File: config.mk
export PLATFORM = sky130hd
export DESIGN_NAME = forward_flat
export DESIGN_NICKNAME = d
export VERILOG_FILES = /design/src/rtl/forward_if.sv /design/src/rtl/forward.sv /design/src/flat_wrapper.sv
export SDC_FILE = /design/constraint.sdc
export NUM_CORES = 1
export LEC_CHECK = 0
export ABC_AREA = 1
export CORE_AREA = 10 10 68 70
export CTS_CLUSTER_DIAMETER = 80
export DETAILED_ROUTE_END_ITERATION = 6
export DIE_AREA = 0 0 78 80
export DONT_BUFFER_PORTS = 1
export PLACE_DENSITY_LB_ADDON = 0.15
export RECOVER_POWER = 100
export SYNTH_ARGS = -nofsm -noshare
export SYNTH_HDL_FRONTEND = slang
export SYNTH_SLANG_ARGS = --single-unit
File: constraint.sdc
create_clock -name clk -period 1.2 [get_ports clk]
set_input_delay 0.24 -clock clk [delete_from_list [all_inputs] [get_ports clk]]
set_output_delay 0.24 -clock clk [all_outputs]
set_load 0.02 [all_outputs]
File: src/rtl/forward_if.sv
// MEM-stage store-data forwarding bundle: MEM-stage controls/data in, forwarded store data out.
// Purely combinational signal group; there is no handshake, so there is no backpressure.
interface forward_if #(
    parameter int DATA_W = 32,
    parameter int REG_W  = 5
);
    logic              mem_reg_write;
    logic              mem_mem_to_reg;
    logic              mem_mem_write;
    logic [REG_W-1:0]  mem_wr_reg;
    logic [DATA_W-1:0] mem_wr_data;
    logic [DATA_W-1:0] mem_rd_data;
    logic              forward_f;
    logic [DATA_W-1:0] sel_data;

    modport master (
        output mem_reg_write, mem_mem_to_reg, mem_mem_write,
        output mem_wr_reg, mem_wr_data, mem_rd_data,
        input  forward_f, sel_data
    );

    modport slave (
        input  mem_reg_write, mem_mem_to_reg, mem_mem_write,
        input  mem_wr_reg, mem_wr_data, mem_rd_data,
        output forward_f, sel_data
    );
endinterface

File: src/rtl/forward.sv
// Load-to-store data forwarding: replaces store data in MEM with the previous load's read data.
// Zero-cycle select from MEM inputs; tracked load applies one cycle later; no stall, no backpressure.
module forward #(
    parameter int DATA_W = 32,
    parameter int REG_W  = 5
) (
    input  logic     clk,
    input  logic     rst_n,
    forward_if.slave bus
);

    typedef struct packed {
        logic              wb_reg_write;
        logic              wb_mem_to_reg;
        logic [REG_W-1:0]  wb_rd;
        logic [DATA_W-1:0] wb_data;
    } wbTrack_t;

    wbTrack_t wbTrack;
    logic     forwardF;

    // Only the instruction one stage ahead (now in WB) is tracked; anything older has already
    // written the register file and the store picked it up in ID.
    always_ff @(posedge clk or negedge rst_n) begin
        if (!rst_n) begin
            wbTrack <= '0;
        end else begin
            wbTrack.wb_reg_write  <= bus.mem_reg_write;
            wbTrack.wb_mem_to_reg <= bus.mem_mem_to_reg;
            wbTrack.wb_rd         <= bus.mem_wr_reg;
            wbTrack.wb_data       <= bus.mem_rd_data;
        end
    end

    // r0 is hard-wired zero, so a "load" into it must never be forwarded.
    always_comb begin
        forwardF = bus.mem_mem_write
                 & wbTrack.wb_reg_write
                 & wbTrack.wb_mem_to_reg
                 & (wbTrack.wb_rd == bus.mem_wr_reg)
                 & (wbTrack.wb_rd != '0);
    end

    assign bus.forward_f = forwardF;
    assign bus.sel_data  = forwardF ? wbTrack.wb_data : bus.mem_wr_data;

endmodule

File: src/flat_wrapper.sv
// flat-port wrapper written by rule: the top's interface ports become plain ports
module forward_flat 
#(
    parameter int DATA_W = 32,
    parameter int REG_W  = 5
)
  (clk, rst_n, bus_mem_reg_write, bus_mem_mem_to_reg, bus_mem_mem_write, bus_mem_wr_reg, bus_mem_wr_data, bus_mem_rd_data, bus_forward_f, bus_sel_data);
  forward_if #(.DATA_W(DATA_W), .REG_W(REG_W)) bus_i ();
  input  logic clk;
  input  logic rst_n;
  input wire logic [$bits(bus_i.mem_reg_write)-1:0] bus_mem_reg_write;
  input wire logic [$bits(bus_i.mem_mem_to_reg)-1:0] bus_mem_mem_to_reg;
  input wire logic [$bits(bus_i.mem_mem_write)-1:0] bus_mem_mem_write;
  input wire logic [$bits(bus_i.mem_wr_reg)-1:0] bus_mem_wr_reg;
  input wire logic [$bits(bus_i.mem_wr_data)-1:0] bus_mem_wr_data;
  input wire logic [$bits(bus_i.mem_rd_data)-1:0] bus_mem_rd_data;
  output wire logic [$bits(bus_i.forward_f)-1:0] bus_forward_f;
  output wire logic [$bits(bus_i.sel_data)-1:0] bus_sel_data;
  assign bus_i.mem_reg_write = bus_mem_reg_write;
  assign bus_i.mem_mem_to_reg = bus_mem_mem_to_reg;
  assign bus_i.mem_mem_write = bus_mem_mem_write;
  assign bus_i.mem_wr_reg = bus_mem_wr_reg;
  assign bus_i.mem_wr_data = bus_mem_wr_data;
  assign bus_i.mem_rd_data = bus_mem_rd_data;
  assign bus_forward_f = bus_i.forward_f;
  assign bus_sel_data = bus_i.sel_data;
  forward #(.DATA_W(DATA_W), .REG_W(REG_W)) u_core (.clk(clk), .rst_n(rst_n), .bus(bus_i));
endmodule
==> impl_metrics.yaml <==
place:
  portBuffers: 0
  place_hpwl_mm: 3.358
  dp_slack_ns: -0.3041
  placed_cells: 224
  dpl_cell_area_mm2: 0.001810
  gp_congestion: 0.7583
clocking:
  clk_pin_slew_ns: 0.10
  cts_buffers: 5
  htree_levels: 2
  cts_root_buf: "clkbuf_4"
  cts_tree: "yes"
  cts.sinks: 39
  clockBufferDepth: 2
finish:
  finish.instance_area_mm2: 0.002366
  nNetsFinal: 301
  antennaDiodeCount: 0
  top_regs: "u_core.wbTrack (39)"
  regArea_um2: 975.9
  final_common_cell: "nand2_1"
  filler_cell_count: 225
  final_cells: 274
  area_growth_pct: 46.36
  multiInputGateArea_um2: 705.7
  largest_reg_flops: 39
  max_flop_register: "u_core.wbTrack"
  layout_common_cells: "nand2_1, dlygate4sd3_1, dfrtp_1"
  drive_gt1_share_pct: 28.51
timing:
  fin_ws_ns: -0.6915
  finalCriticalPeriod_ns: 1.891
  finalCritPeriodShare_pct: 157.6
  fmax_ghz: 0.5287
  worstMarginPinSlew_ns: 0.5106
  finalSetupTns_ns: -22.05
  maxSlewHeadroom_pct: 65.96
  drv_slew: 0
  setup_viol: 33
  grt_setup_unrepaired: "yes"
  hold_violations: 0
grt:
  grt_pass1_vias: 1573
  antenna_found_initial: 0
  grt_max_degree: 40
  grtUsageTotal_pct: 15.16
  grt_overflow: 0
  grt_pass1_wl_mm: 7.507
logic_synthesis:
  synth-seq-cells: 39
  syn_nets: 254
  synth.avg_cell_area_um2: 8.981
  ys_warn_count: 0
  syn_inst: 180
  ys_types: 14
  syn-cell-area_mm2: 0.001617
  ys_seq_area_share_pct: 60.37
worst_setup_path:
  critPathCaptureType: "output pin"
  required_ns: 0.96
  crit_chain: "inv_1 -> nand2_1 -> nand2_2 -> nor2_4 -> nand4_2 -> buf_12 -> nand2_1 -> nand2_2"
  crit_path_max_incr_delay_ns: 0.38
  arrival_ns: 1.65
  cpMaxStageDelayCell: "dfrtp_1"
  cp-start-kind: "flip-flop"
  crit_fanout: 17
  crit_type: "flip-flop to output pin"
drt:
  drc: 0
  wl_per_cell_um: 17.27
  vias: 1374
  ant_nets: 0
  viasPerCell: 5.015
  drt_iter0_drc: 53
  wl_mm: 4.731
  dr.pass1.iters: 5
die:
  die_x_um: 78
  fp.dieH_um: 80
  dieArea_mm2: 0.006240
  row_count: 21
  num_io_pins: 107
  coreArea_mm2: 0.003284
  start_util_pct: 49.22
pwr:
  leakage_uw: 0.001148
  power_uw: 2430
  powerDensity_mw_per_mm2: 1027
  vdd_ir_drop_max_mv: 0.9320
run_status:
  violations: "setup timing"
  status: "finished with violations"
min_path:
  holdCritPathClass: "primary input to asynchronous set/reset pin"
flow_run:
  cap_violations: 0
[synth_stat cells]
| cell type | n | area share [%] |
|---|---|---|
| buf_2 | 4 | 1.2 |
| nand2_1 | 78 | 18 |
| dfrtp_1 | 39 | 60 |
| nor2_1 | 3 | 0.70 |
| nor2_8 | 1 | 1.2 |
| inv_2 | 2 | 0.46 |
| nor2_4 | 1 | 0.70 |
| nor2_2 | 2 | 0.77 |
| nand2_2 | 2 | 0.77 |
| nand4_2 | 1 | 0.77 |
| clkbuf_1 | 2 | 0.46 |
| nand3_1 | 33 | 10 |
| buf_6 | 3 | 2.1 |
| inv_1 | 9 | 2.1 |
[kinds of logic after synthesis]
kind of cell | count (synthesis) | synth area share [%]
buffers and inverters | 20 | 6.347
DFF | 39 | 60.37
and+or+nand+nor | 121 | 33.28
[what timing repair did]
action,4_1_cts,5_1_grt
cloned,0,1
hold endpoints to repair,78,0
setup endpoints to repair,33,33
hold buffers,41,0
pin swaps,0,2
gates resized for setup,2,13
buffers inserted,0,0
[critical path: cells and delay by family, from the launching register on]
family / cells / cell delay, ns
DFF: 1 / 0.38
buffers and inverters: 2 / 0.26
and+or+nand+nor: 6 / 0.67
[final cells by class]
cell class,count,area share [%]
sequential,39,41.25
inverter,11,1.745
multi-input combinational,121,29.83
clock inverter,1,0.2115
clock buffer,7,1.904
timing repair buffer,49,22.63
tap,46,2.433
[final timing paths]
path                                      end                start
max                           bus_sel_data[4]   u_core.wbTrack[35]
min in group clk           u_core.wbTrack[27]  bus_mem_rd_data[27]
min                         u_core.wbTrack[4]                rst_n
max in group asynchronous  u_core.wbTrack[12]                rst_n
[per-stage QoR]
stage,util (%),hold WS (ns)
2_1_floorplan,-,-0.05559
3_3_place_gp,55.12,-0.05447
3_5_place_dp,55.12,-0.05434
4_1_cts,69.75,0.3266
5_1_grt,72.04,0.4232
6_report,72.04,0.4394
[metal layers]
layer / routed length (um) / up-vias / GRT usage (%)
met5: 0 / - / 0
li1: - / 654 / -
met4: 157 / 0 / 7.885
met3: 592 / 17 / 8.559
met2: 2469 / 77 / 26.12
met1: 1513 / 626 / 14.16
[where the power goes]
part	internal, uW	total [uW]	switching [uW]
sequential	1380	1400	23.7
clock	228	621	392
combinational	163	406	243
(Power assumes the default switching activity.)
